==> src/rtl/ex_stage_pipe.sv <==
// ---------------------------------------------------------------------------
// ex_stage_pipe
//
// Execute-stage pipeline register. It holds one instruction entry between
// decode and memory and uses a valid/ready handshake on both sides. For each
// entry it:
//   - registers the ALU/CSR result, which is also the memory address;
//   - checks load/store alignment and merges the result with any upstream
//     exception;
//   - issues exactly one request to the selected multi-cycle functional unit
//     before the entry may leave.
//
// Optional feature: define EX_STALL_CNT_EN to build a 32-bit FU stall
// counter. When the macro is not defined, stall_cnt is tied to zero.
//
// Ports:
//   clk, rst_n                  clock; synchronous active-low reset
//   in_valid / in_ready         upstream handshake
//   out_valid / out_ready       downstream handshake
//   flush                       kills the held entry (ex/ertn)
//   pc_in/out, result_in/out    instruction PC and ALU/CSR result
//   payload_in/out              opaque sideband, carried unchanged
//   fu_sel_in                   one-hot FU selector (zero = no FU)
//   mem_acc_in, mem_size_in     load/store flag and size (0=B 1=H 2=W)
//   fu_req_valid/ready          per-channel FU request handshake
//   exc_in, ecode_in,
//   esubcode_in                 upstream exception
//   next_exc                    a later stage is excepting or doing ertn
//   this_exc                    held entry is excepting or blocked
//   exc_out, ecode_out,
//   esubcode_out, badv_out      registered exception info
//   stall_cnt                   FU stall cycle counter
// ---------------------------------------------------------------------------
module ex_stage_pipe #(
    parameter int                DATA_W    = 32,
    parameter int                PAYLOAD_W = 64,
    parameter int                NUM_FU    = 2,
    parameter logic [5:0]        ECODE_ALE = 6'h9,
    parameter logic [DATA_W-1:0] RESET_PC  = DATA_W'(32'h1c000000)
) (
    input  logic                 clk,
    input  logic                 rst_n,
    input  logic                 in_valid,
    output logic                 in_ready,
    output logic                 out_valid,
    input  logic                 out_ready,
    input  logic                 flush,
    input  logic [DATA_W-1:0]    pc_in,
    output logic [DATA_W-1:0]    pc_out,
    input  logic [DATA_W-1:0]    result_in,
    output logic [DATA_W-1:0]    result_out,
    input  logic [PAYLOAD_W-1:0] payload_in,
    output logic [PAYLOAD_W-1:0] payload_out,
    input  logic [NUM_FU-1:0]    fu_sel_in,
    input  logic                 mem_acc_in,
    input  logic [1:0]           mem_size_in,
    output logic [NUM_FU-1:0]    fu_req_valid,
    input  logic [NUM_FU-1:0]    fu_req_ready,
    input  logic                 exc_in,
    input  logic [5:0]           ecode_in,
    input  logic [8:0]           esubcode_in,
    input  logic                 next_exc,
    output logic                 this_exc,
    output logic                 exc_out,
    output logic [5:0]           ecode_out,
    output logic [8:0]           esubcode_out,
    output logic [DATA_W-1:0]    badv_out,
    output logic [31:0]          stall_cnt
);

    logic              v_r;
    logic              issued_r;
    logic [NUM_FU-1:0] fu_sel_r;

    logic in_fire_s;
    logic out_fire_s;
    logic need_fu_s;
    logic fu_fire_s;
    logic ready_go_s;
    logic ale_s;

    // Alignment rule: a halfword needs bit 0 clear, a word needs bits [1:0]
    // clear, and a byte is always aligned.
    function automatic logic addr_misaligned(input logic [1:0] size,
                                             input logic [1:0] addr_lo);
        logic mis;
        case (size)
            2'd1:    mis = addr_lo[0];
            2'd2:    mis = (addr_lo != 2'b00);
            default: mis = 1'b0;
        endcase
        return mis;
    endfunction

    // Handshake, FU request and exception flags for the held entry.
    always_comb begin
        this_exc  = v_r && (exc_out || next_exc);
        need_fu_s = (|fu_sel_r) && !issued_r;
        // Requests are suppressed by an exception, by a flush, and by reset.
        // This keeps a request from firing on an entry that is about to die.
        fu_req_valid = (rst_n && v_r && !issued_r && !this_exc && !flush)
                       ? fu_sel_r : {NUM_FU{1'b0}};
        fu_fire_s  = |(fu_req_valid & fu_req_ready);
        ready_go_s = !v_r || flush || this_exc || !need_fu_s || fu_fire_s;
        out_valid  = rst_n && v_r && ready_go_s && !flush;
        in_ready   = rst_n && (!v_r || (ready_go_s && out_ready) || flush);
        in_fire_s  = in_valid && in_ready;
        out_fire_s = out_valid && out_ready;
        ale_s      = mem_acc_in && addr_misaligned(mem_size_in, result_in[1:0]);
    end

    // Entry occupancy and the one-shot issued flag.
    always_ff @(posedge clk) begin
        if (!rst_n) begin
            v_r      <= 1'b0;
            issued_r <= 1'b0;
        end else if (in_fire_s) begin
            // A new entry wins over flush and out_fire in the same cycle.
            v_r      <= 1'b1;
            issued_r <= 1'b0;
        end else if (out_fire_s || flush) begin
            v_r      <= 1'b0;
            issued_r <= 1'b0;
        end else if (fu_fire_s) begin
            issued_r <= 1'b1;
        end
    end

    // Entry data and exception registers; they load only on accept.
    always_ff @(posedge clk) begin
        if (!rst_n) begin
            pc_out       <= RESET_PC;
            result_out   <= {DATA_W{1'b0}};
            payload_out  <= {PAYLOAD_W{1'b0}};
            fu_sel_r     <= {NUM_FU{1'b0}};
            exc_out      <= 1'b0;
            ecode_out    <= 6'h0;
            esubcode_out <= 9'h0;
            badv_out     <= {DATA_W{1'b0}};
        end else if (in_fire_s) begin
            pc_out       <= pc_in;
            result_out   <= result_in;
            payload_out  <= payload_in;
            fu_sel_r     <= fu_sel_in;
            exc_out      <= exc_in | ale_s;
            // An upstream exception takes priority over misalignment.
            ecode_out    <= exc_in ? ecode_in : (ale_s ? ECODE_ALE : 6'h0);
            esubcode_out <= exc_in ? esubcode_in : 9'h0;
            badv_out     <= result_in;
        end
    end

`ifdef EX_STALL_CNT_EN
    logic [31:0] stall_cnt_r;

    // Counts cycles spent waiting on an FU request. The counter wraps and
    // is deliberately not cleared by flush.
    always_ff @(posedge clk) begin
        if (!rst_n) begin
            stall_cnt_r <= 32'h0;
        end else if (v_r && need_fu_s && !ready_go_s) begin
            stall_cnt_r <= stall_cnt_r + 32'd1;
        end
    end

    assign stall_cnt = stall_cnt_r;
`else
    assign stall_cnt = 32'h0;
`endif

endmodule

==> config.mk <==
export PLATFORM = sky130hd
export DESIGN_NAME = ex_stage_pipe
export DESIGN_NICKNAME = d
export VERILOG_FILES = /design/src/rtl/ex_stage_pipe.sv
export SDC_FILE = /design/constraint.sdc
export NUM_CORES = 1
export LEC_CHECK = 0
export ABC_CLOCK_PERIOD_IN_PS = 4870
export CORE_AREA = 2 2 142 144
export CTS_CLUSTER_SIZE = 25
export DETAILED_ROUTE_END_ITERATION = 6
export DIE_AREA = 0 0 144 146
export PLACE_DENSITY = 0.74
export SETUP_SLACK_MARGIN = 0.15
export SLEW_MARGIN = 40
export SYNTH_ARGS = -nofsm -noshare
export SYNTH_HDL_FRONTEND = slang
export SYNTH_SLANG_ARGS = --single-unit
==> constraint.sdc <==
create_clock -name clk -period 4.87 [get_ports clk]
set_input_delay 0.974 -clock clk [delete_from_list [all_inputs] [get_ports clk]]
set_output_delay 0.974 -clock clk [all_outputs]
set_load 0.01 [all_outputs]
==> flow_metrics.env, run 1 <==
export IMPL_status="finished, final reports clean"
export IMPL_setup_slack_ps=876
export IMPL_drive_gt1_frac=0.0431
export IMPL_place_area_sq_um=9670
export IMPL_synth_top_family_by_area="multiplexers"
export IMPL_p_per_area_nw_per_um2=311
export IMPL_worstSetupStartpointType="input port"
export IMPL_drv_cap=0
export IMPL_critPathSlowestCell="or4b_1"
export IMPL_min_delay_path_depth=2
export IMPL_cp_depth=5
export IMPL_rows=51
export IMPL_yosys_area_share_simple=0.109
export IMPL_worst_path_largest_cell_delay_ps=580
export IMPL_finalInstanceArea_sq_um=10200
export IMPL_grt_max_degree=73
export IMPL_ctsHoldBuffers=0
export IMPL_crit_type="in -> out"
export IMPL_post_cts_buffers=0
export IMPL_crit_family="buffers and inverters"
export IMPL_worstMarginPinSlew_ps=733
export IMPL_required_ps=3900
export IMPL_slew_limit_headroom=0.511
export IMPL_synthAdderAreaFrac=0.00389
export IMPL_synth_top_area_share=0.460
export IMPL_ctsLongestPathBuffers=2
export IMPL_period_minus_slack_ps=3990
export IMPL_num_vias=5356
export IMPL_hold_class="reg -> reg"
export IMPL_drt_iter0_markers=110
export IMPL_ctsResizeCount=0
export IMPL_synth_avg_cell_area_sq_um=9.01
export IMPL_synth_xor_area_frac=0
export IMPL_ys_types=28
export IMPL_syn_inst=715
export IMPL_portBuffers=337
export IMPL_fin_crit_sh=0.820
export IMPL_first_pass_iters=4
export IMPL_pwr_share_seq=0.428
export IMPL_h_tree_depth=4
export IMPL_crit_path_frequent_cell="clkdlybuf4s50_1"
export IMPL_finalHoldViolations=0
export IMPL_cp_max_fo=4
export IMPL_root_buffer="clkbuf_16"
export IMPL_synthTopCellsByArea="dfxtp_1 (46%), mux2i_1 (22%), nand2_1 (8.3%)"
export IMPL_fillers=1793
export IMPL_routed_wl_microns=17400
export IMPL_cts_buffers=17
export IMPL_ir_drop_uv=223
export IMPL_internal_power_w=0.00234
export IMPL_yosysSeqAreaShare=0.460
export IMPL_coreArea_sq_um=19300
export IMPL_fmaxAchievable_ghz=0.250
export IMPL_drc=0
export IMPL_post_drt_via_cell_ratio=4.16
export IMPL_clock_sinks=148
export IMPL_grt_util_all_layers=0.160
export IMPL_nets=1168
export IMPL_cp_arrival_ps=3020
export IMPL_yosys_warnings=0
export IMPL_drtAntennaViolNets=0
export IMPL_endpoint_kind="primary output"
export IMPL_syn_cell_area_sq_um=6440
export IMPL_reg2reg_depth=6
export IMPL_setup_violations=0
export IMPL_swShare=0.263
export IMPL_overflow=0
export IMPL_synth_compound_area_frac=0.0173
export IMPL_post_place_cells=1255
export IMPL_area_growth_pct=58.3
export IMPL_dp_final_hpwl_microns=12800
export IMPL_setup_tns_ps=0
export IMPL_initial_core_util=0.333
export IMPL_grt_pass1_vias=5144
export IMPL_ys_seq_elements=148
export IMPL_grt_pass1_wl_microns=26500
export IMPL_synth_area_mux_share=0.228
export IMPL_die_area_sq_um=21000
export IMPL_combinationalPowerShare=0.197
export IMPL_crit_buf_inv=2
export IMPL_io_pins=370
export IMPL_cp_cell_sequence="clkdlybuf4s50_1 > or4b_1 > o41ai_4 > nor2_1 > clkdlybuf4s50_1"
export IMPL_antenna_found_initial=0
export IMPL_skew_ps=7.23
export IMPL_rsz0062_at_grt="no"
export IMPL_final_cells=1287
export IMPL_wire_per_inst_microns=13.5
export IMPL_leakage_nw=4.42
export IMPL_clock_latency_ps=410
export IMPL_antenna_cells=0
export IMPL_synth_largest_area_cell="dfxtp_1"
export IMPL_place_congestion=0.814
export IMPL_place_ws_ps=871
export IMPL_p_switching_w=0.000836
export IMPL_clkTransAtPathRegs_ps=60
export IMPL_p_clk_frac=0.375
export IMPL_drv_slew=0
export IMPL_dieWidth_microns=144
export IMPL_die_h_microns=146
export IMPL_cts_tree="built"
==> power groups by stage <==
stage,Combinational (W),Sequential [W],Clock (W)
after floorplan,0.000247,0.00142,0
after global placement,0.000625,0.00138,0
after detailed placement,0.000632,0.00139,0
after CTS,0.000635,0.00136,0.00124
after global routing,0.000676,0.00137,0.00129
final,0.000626,0.00136,0.00119
==> sequential cells by signal, indices dropped and copies added, names as in the netlist <==
name / count
exc_out: 1
pc_out: 32
ecode_out: 6
payload_out: 64
badv_out: 32
issued_r: 1
esubcode_out: 9
v_r: 1
fu_sel_r: 2
==> through the flow <==
step / total power (W) / util / hold slack (ps)
2_1_floorplan: 0.00167 / - / 456
3_3_place_gp: 0.00201 / 0.498 / 440
4_1_cts: 0.00323 / 0.528 / 457
6_report: 0.00317 / 0.527 / 454
5_1_grt: 0.00333 / 0.527 / 474
3_5_place_dp: 0.00202 / 0.500 / 446
==> worst reg2reg max path, cell delays in order (launching register included) <==
cell and delay (ps):
dfxtp_1 370, or4b_1 630, o41ai_4 460, nor2_4 80
buf_12 220, buf_16 290, mux2_2 470
==> cell usage in the layout, fill, tap and decap left out, types with 5 or more instances in the layout <==
master	n
clkbuf_16	17
clkdlybuf4s50_1	335
conb_1	32
dfxtp_1	148
inv_1	133
mux2i_1	143
nand2_1	143
nand2b_1	5
nand3_1	13
nor2_1	7
==> kinds of logic (layout without fill, tap and decap cells) <==
family,count (synthesis),in the layout
muxes,146,146
other,1,32
buffers and inverters,231,507
and+or+nand+nor,173,173
DFF,148,148
AOI/OAI and AO/OA,14,14
adders and majority gates,2,2
==> final timing paths <==
path	startpoint	end	slack (ps)
max	flush	out_valid	880
max reg2reg	exc_out	pc_out[28]	2240
min	payload_out[45]	payload_out[45]	450
min reg2reg	payload_out[45]	payload_out[45]	450
==> area by class of cell <==
| class | count | area (sq um) | area share |
|---|---|---|---|
| inverters | 133 | 499 | 0.0490 |
| repair buffers | 342 | 3440 | 0.337 |
| flip-flops and latches | 148 | 2960 | 0.291 |
| multi-input cells | 367 | 2430 | 0.238 |
| clock inverters | 13 | 101 | 0.00994 |
| well taps | 265 | 332 | 0.0325 |
| clock buffers | 19 | 433 | 0.0425 |
==> metal layers <==
metal / vias up / global-route usage / wire, microns
met5: - / 0 / 0
li1: 2695 / - / -
met2: 217 / 0.269 / 8350
met4: 0 / 0.0515 / 242
met1: 2425 / 0.182 / 6940
met3: 19 / 0.0688 / 1820
==> synth_stat cells, drive strengths merged <==
cell    count
dfxtp     148
mux2i     143
nand2     143
inv       133
buf        80
clkbuf     18
nand3      13
nor2        8
nand2b      5
o21ai       4
mux2        3
a21oi       2
a31oi       2
and3        2
ha          2
o41ai       2
a211oi      1
a221oi      1
a22o        1
conb        1
nor3b       1
o21a        1
or4b        1
Note: power is estimated with default switching activity, not from simulation.
==> inputs of run 2 (changes only) <==
Settings changed: ABC_CLOCK_PERIOD_IN_PS 4870 to 4100, CORE_AREA 2 2 142 144 to 2 2 146 148, DIE_AREA 0 0 144 146 to 0 0 148 150, PLACE_DENSITY 0.74 to 0.71.
Clock period 4.87 ns to 4.1 ns, I/O delays scaled along.
==> run 2 against run 1 <==
Compared with the run above: global-route usage is 0.54 points lower; register-to-register slack lost 470 ps; sequential power grew 19%; design area up 0.20%; critical path depth unchanged; die area up 5.6%; flip-flop and latch count stayed put; non-clock buffer count increased by 1; first-iteration DRC count increased by 58%; hold slack about the same; sequential share of layout area decreased by 0.057 points; critical endpoint unchanged; largest cell class unchanged.
==> flow_metrics.env, run 2 (synthesis results as in run 1) <==
export IMPL_grt_pass1_vias=5152
export IMPL_setup_tns_ps=0
export IMPL_regMostFlops="payload_out"
export IMPL_rsz0062_at_grt="no"
export IMPL_cp_startpoint="flush"
export IMPL_skew_ps=10.1
export IMPL_coreArea_sq_um=20700
export IMPL_first_pass_iters=4
export IMPL_h_tree_depth=4
export IMPL_fmaxAchievable_ghz=0.270
export IMPL_drt_iter0_markers=174
export IMPL_grt_pass1_wl_microns=27000
export IMPL_portBuffers=337
export IMPL_num_vias=5318
export IMPL_endpoint="out_valid"
export IMPL_drive_gt1_frac=0.0430
export IMPL_place_area_sq_um=9680
export IMPL_nets=1169
export IMPL_overflow=0
export IMPL_cts_buffers=17
export IMPL_worstMarginPinSlew_ps=843
export IMPL_clkTransAtPathRegs_ps=60
export IMPL_leakage_nw=4.42
export IMPL_hold_class="reg -> reg"
export IMPL_ctsHoldBuffers=0
export IMPL_slew_limit_headroom=0.438
export IMPL_cp_arrival_ps=2880
export IMPL_drtAntennaViolNets=0
export IMPL_root_buffer="clkbuf_16"
export IMPL_ctsLongestPathBuffers=2
export IMPL_r2r_slack_ps=1770
export IMPL_status="finished, final reports clean"
export IMPL_cp_max_fo=4
export IMPL_reg2reg_to="pc_out[28]"
export IMPL_reg_top3="payload_out: 64 flops, badv_out: 32 flops, pc_out: 32 flops"
export IMPL_ctsResizeCount=0
export IMPL_rows=53
export IMPL_final_util=0.494
export IMPL_routed_wl_microns=17800
export IMPL_crit_path_frequent_cell="clkdlybuf4s50_1"
export IMPL_area_growth_pct=58.6
export IMPL_die_area_sq_um=22200
export IMPL_grt_util_all_layers=0.155
export IMPL_layout_common_cells="clkdlybuf4s50_1 (336), dfxtp_1 (148), nand2_1 (143), mux2i_1 (143), inv_1 (133)"
export IMPL_die_h_microns=150
export IMPL_finalHoldViolations=0
export IMPL_ir_drop_uv=242
export IMPL_setup_violations=0
export IMPL_dieWidth_microns=148
export IMPL_p_per_area_nw_per_um2=371
export IMPL_dp_final_hpwl_microns=13000
export IMPL_antenna_found_initial=0
export IMPL_drv_slew=0
export IMPL_drv_cap=0
export IMPL_rr_startpoint="exc_out"
export IMPL_worst_path_largest_cell_delay_ps=580
export IMPL_grt_max_degree=84
export IMPL_cts_tree="built"
export IMPL_worstSetupStartpointType="input port"
export IMPL_finalInstanceArea_sq_um=10200
export IMPL_period_minus_slack_ps=3700
export IMPL_antenna_cells=0
export IMPL_reg2reg_depth=5
export IMPL_clock_latency_ps=410
export IMPL_setup_slack_ps=397
export IMPL_wire_per_inst_microns=13.7
export IMPL_crit_type="in -> out"
export IMPL_io_pins=370
export IMPL_final_common_cell="clkdlybuf4s50_1"
export IMPL_critPathSlowestCell="or4b_1"
export IMPL_drc=0
export IMPL_place_ws_ps=416
export IMPL_required_ps=3280
export IMPL_endpoint_kind="primary output"
export IMPL_largest_reg_flops=64
export IMPL_clock_sinks=148
export IMPL_post_drt_via_cell_ratio=4.10
export IMPL_cp_cell_sequence="clkdlybuf4s50_1 > or4b_1 > o41ai_4 > nor2_1 > clkdlybuf4s50_1"
export IMPL_initial_core_util=0.311
export IMPL_place_congestion=0.796
export IMPL_fin_crit_sh=0.903
export IMPL_post_cts_buffers=0
run 2: cell types whose count changed in the layout (fill, tap and decap cells not counted):
cell / change
buf_12: +1
clkdlybuf4s50_1: +1
buf_2: -1
buf_16: -1
buf_6: +1
inv_6: +1
clkinv_4: -2
clkinvlp_4: +1
run 2: worst min-delay path by stage:
| stage | startpoint | cells past startpoint | end | slack, ps |
|---|---|---|---|---|
| finish | payload_out[45] | 2 | payload_out[45] | 450 |
| global route | pc_out[21] | 2 | pc_out[21] | 470 |
| CTS | payload_out[45] | 2 | payload_out[45] | 460 |
| detailed placement | payload_out[62] | 2 | payload_out[62] | 450 |
| global placement | payload_out[41] | 2 | payload_out[41] | 440 |
| floorplan | fu_sel_r[1] | 2 | fu_sel_r[1] | 460 |
run 2: power breakdown:
group / total [W] / internal, W / switching [W]
Clock: 0.00143 / 0.000782 / 0.000646
Combinational: 0.000745 / 0.000447 / 0.000298
Sequential: 0.00162 / 0.00155 / 0.0000652
run 2: cell type report:
cell class | instances | area [sq um]
sequential | 148 | 2960
timing repair buffer | 343 | 3440
tap | 275 | 344
fill | 1970 | 10500
multi-input combinational | 367 | 2430
clock inverter | 13 | 100
clock buffer | 19 | 433
inverter | 133 | 499
run 2: per-stage QoR:
step | total power, W | hold slack [ps] | std cells
3_3_place_gp | 0.00239 | 440 | 1266
3_5_place_dp | 0.00240 | 446 | 1266
6_report | 0.00379 | 454 | 1298
2_1_floorplan | 0.00198 | 456 | 746
5_1_grt | 0.00398 | 473 | 1298
4_1_cts | 0.00386 | 457 | 1298
run 2: critical path, delay by kind of cell:
family | cells | cell delay [ps]
AOI/OAI and AO/OA | 1 | 460
and+or+nand+nor | 2 | 660
buffers and inverters | 2 | 940
run 2: layer usage:
metal / up-vias / share of wire / track usage
met2: 220 / 0.49 / 0.269
met1: 2393 / 0.40 / 0.169
met5: - / 0 / 0
met4: 0 / 0.012 / 0.0481
met3: 14 / 0.099 / 0.0695
li1: 2691 / - / -
==> inputs of run 3 (changes only) <==
--- a/config.mk
+++ b/config.mk
@@ -7,8 +7,8 @@
 export LEC_CHECK = 0
-export ABC_CLOCK_PERIOD_IN_PS = 4100
-export CORE_AREA = 2 2 146 148
+export ABC_CLOCK_PERIOD_IN_PS = 3300
+export CORE_AREA = 3 3 144 146
 export CTS_CLUSTER_SIZE = 25
 export DETAILED_ROUTE_END_ITERATION = 6
-export DIE_AREA = 0 0 148 150
-export PLACE_DENSITY = 0.71
+export DIE_AREA = 0 0 147 149
+export PLACE_DENSITY = 0.76
 export SETUP_SLACK_MARGIN = 0.15
==> constraint.sdc (replaced) <==
create_clock -name clk -period 3.3 [get_ports clk]
set_input_delay 0.66 -clock clk [delete_from_list [all_inputs] [get_ports clk]]
set_output_delay 0.66 -clock clk [all_outputs]
set_load 0.02 [all_outputs]
==> run 3 against run 2 <==
Compared with the run above: critical path depth did not move; sequential share of layout area decreased by 0.35 points; final cell count down 0.23%; combinational power increased by 46%; flip-flop and latch count unchanged; clock skew is 2.9 ps lower; first-iteration DRC count is 26% lower; clock-buffer cell count unchanged; critical path type unchanged; critical endpoint is now in_ready; largest power group unchanged.
==> flow_metrics.env, run 3 (synthesis results as in run 1) <==
export IMPL_status="finished, final reports clean"
export IMPL_drive_gt1_frac=0.0515
export IMPL_leakage_nw=4.52
export IMPL_area_growth_pct=60.6
export IMPL_coreArea_sq_um=19500
export IMPL_drv_slew=0
export IMPL_reg2reg_to="payload_out[29]"
export IMPL_cp_arrival_ps=2420
export IMPL_fmaxAchievable_ghz=0.325
export IMPL_io_pins=370
export IMPL_required_ps=2640
export IMPL_ctsLongestPathBuffers=2
export IMPL_skew_ps=7.13
export IMPL_grt_max_degree=162
export IMPL_setup_violations=0
export IMPL_drc=0
export IMPL_grt_util_all_layers=0.160
export IMPL_min_delay_path_depth=2
export IMPL_crit_type="in -> out"
export IMPL_endpoint_kind="primary output"
export IMPL_root_buffer="clkbuf_16"
export IMPL_drtAntennaViolNets=0
export IMPL_num_vias=5394
export IMPL_worstHoldStart="pc_out[22]"
export IMPL_die_area_sq_um=21900
export IMPL_nets=1177
export IMPL_rsz0062_at_grt="no"
export IMPL_ctsHoldBuffers=0
export IMPL_grt_pass1_wl_microns=27800
export IMPL_post_drt_via_cell_ratio=4.17
export IMPL_clkTransAtPathRegs_ps=60
export IMPL_die_h_microns=149
export IMPL_finalPower_w=0.00504
export IMPL_routed_wl_microns=18400
export IMPL_slew_limit_headroom=0.436
export IMPL_drv_cap=0
export IMPL_cp_max_fo=3
export IMPL_antenna_found_initial=0
export IMPL_reg2reg_depth=7
export IMPL_worstMarginPinSlew_ps=847
export IMPL_cts_tree="built"
export IMPL_setup_slack_ps=219
export IMPL_overflow=0
export IMPL_period_minus_slack_ps=3080
export IMPL_largest_reg_flops=64
export IMPL_dp_final_hpwl_microns=13900
export IMPL_regMostFlops="payload_out"
export IMPL_grt_pass1_vias=5328
export IMPL_reg_top3="payload_out: 64 flops, badv_out: 32 flops, pc_out: 32 flops"
export IMPL_h_tree_depth=4
export IMPL_r2r_slack_ps=1010
export IMPL_rr_startpoint="exc_out"
export IMPL_worstSetupStartpointType="input port"
export IMPL_place_congestion=0.879
export IMPL_rows=51
export IMPL_initial_core_util=0.330
export IMPL_cts_buffers=17
export IMPL_drt_iter0_markers=129
export IMPL_finalHoldViolations=0
export IMPL_dieWidth_microns=147
export IMPL_ir_drop_uv=339
export IMPL_first_pass_iters=4
export IMPL_final_common_cell="clkdlybuf4s50_1"
export IMPL_p_per_area_nw_per_um2=487
export IMPL_fin_crit_sh=0.934
export IMPL_antenna_cells=0
export IMPL_post_cts_buffers=0
export IMPL_clock_sinks=148
export IMPL_clock_latency_ps=410
export IMPL_layout_common_cells="clkdlybuf4s50_1 (332), dfxtp_1 (148), nand2_1 (143), mux2i_1 (143), inv_1 (133)"
export IMPL_hold_end="pc_out[22]"
export IMPL_wire_per_inst_microns=14.2
export IMPL_hold_class="reg -> reg"
export IMPL_place_ws_ps=-59.1
export IMPL_portBuffers=337
==> run 3: cell types whose count changed in the layout (fill, tap and decap cells not counted), moves of 2 or more <==
cell             change
bufinv_16            +2
clkdlybuf4s50_1      -4
clkinvlp_4           -2
clkinv_2             -2
buf_4                +7
dlygate4sd2_1        +4
==> run 3: area by class of cell <==
class / count / area (sq um)
Clock buffer: 19 / 443
Clock inverter: 12 / 146
Fill cell: 1769 / 9190
Inverter: 133 / 499
Multi-Input combinational cell: 367 / 2440
Sequential cell: 148 / 2960
Tap cell: 265 / 332
Timing Repair Buffer: 351 / 3520
==> run 3: through the flow <==
| step | utilization | instance area (sq um) | cells | setup TNS (ps) | hold WS (ps) |
|---|---|---|---|---|---|
| 6_report | 0.530 | 10300 | 1295 | 0 | 452 |
| 5_1_grt | 0.530 | 10300 | 1295 | 0 | 467 |
| 4_1_cts | 0.529 | 10300 | 1295 | 0 | 457 |
| 3_5_place_dp | 0.499 | 9750 | 1264 | -112 | 446 |
| 3_3_place_gp | 0.498 | 9730 | 1263 | -82.3 | 441 |
| 2_1_floorplan | - | 6560 | 746 | 0 | 456 |
==> run 3: where the power goes <==
part	switching, W	internal, W	total [W]
logic	0.000522	0.000564	0.00109
registers	0.0000789	0.00193	0.00200
clock network	0.000802	0.00115	0.00195
total	0.00140	0.00364	0.00504
==> run 3: how the worst max path moves through the flow <==
stage,startpoint,to,slack [ps],cells past startpoint
after CTS,next_exc,in_ready,160,5
after global placement,next_exc,in_ready,-50,5
after floorplan,next_exc,in_ready,840,3
final,next_exc,in_ready,220,5
after global routing,flush,in_ready,170,5
after detailed placement,next_exc,in_ready,-60,5
==> run 3: worst max-delay path, stage by stage <==
cell and delay, ps:
clkdlybuf4s50_1 420, or4b_4 550, o41ai_4 380, nor2_1 80, dlygate4sd2_1 330
==> run 3: metal layers <==
layer	global-route usage	up-vias	share of wire	routed length [microns]
met5	0	-	0	0
met4	0.0527	0	0.018	330
met3	0.0741	20	0.096	1760
met2	0.277	231	0.49	8980
met1	0.176	2425	0.40	7340
li1	-	2718	-	-
==> run 3: timing repair <==
action	4_1_cts	5_1_grt
setup endpoints to repair	4	2
gates resized for setup	4	1
gates cloned	0	0
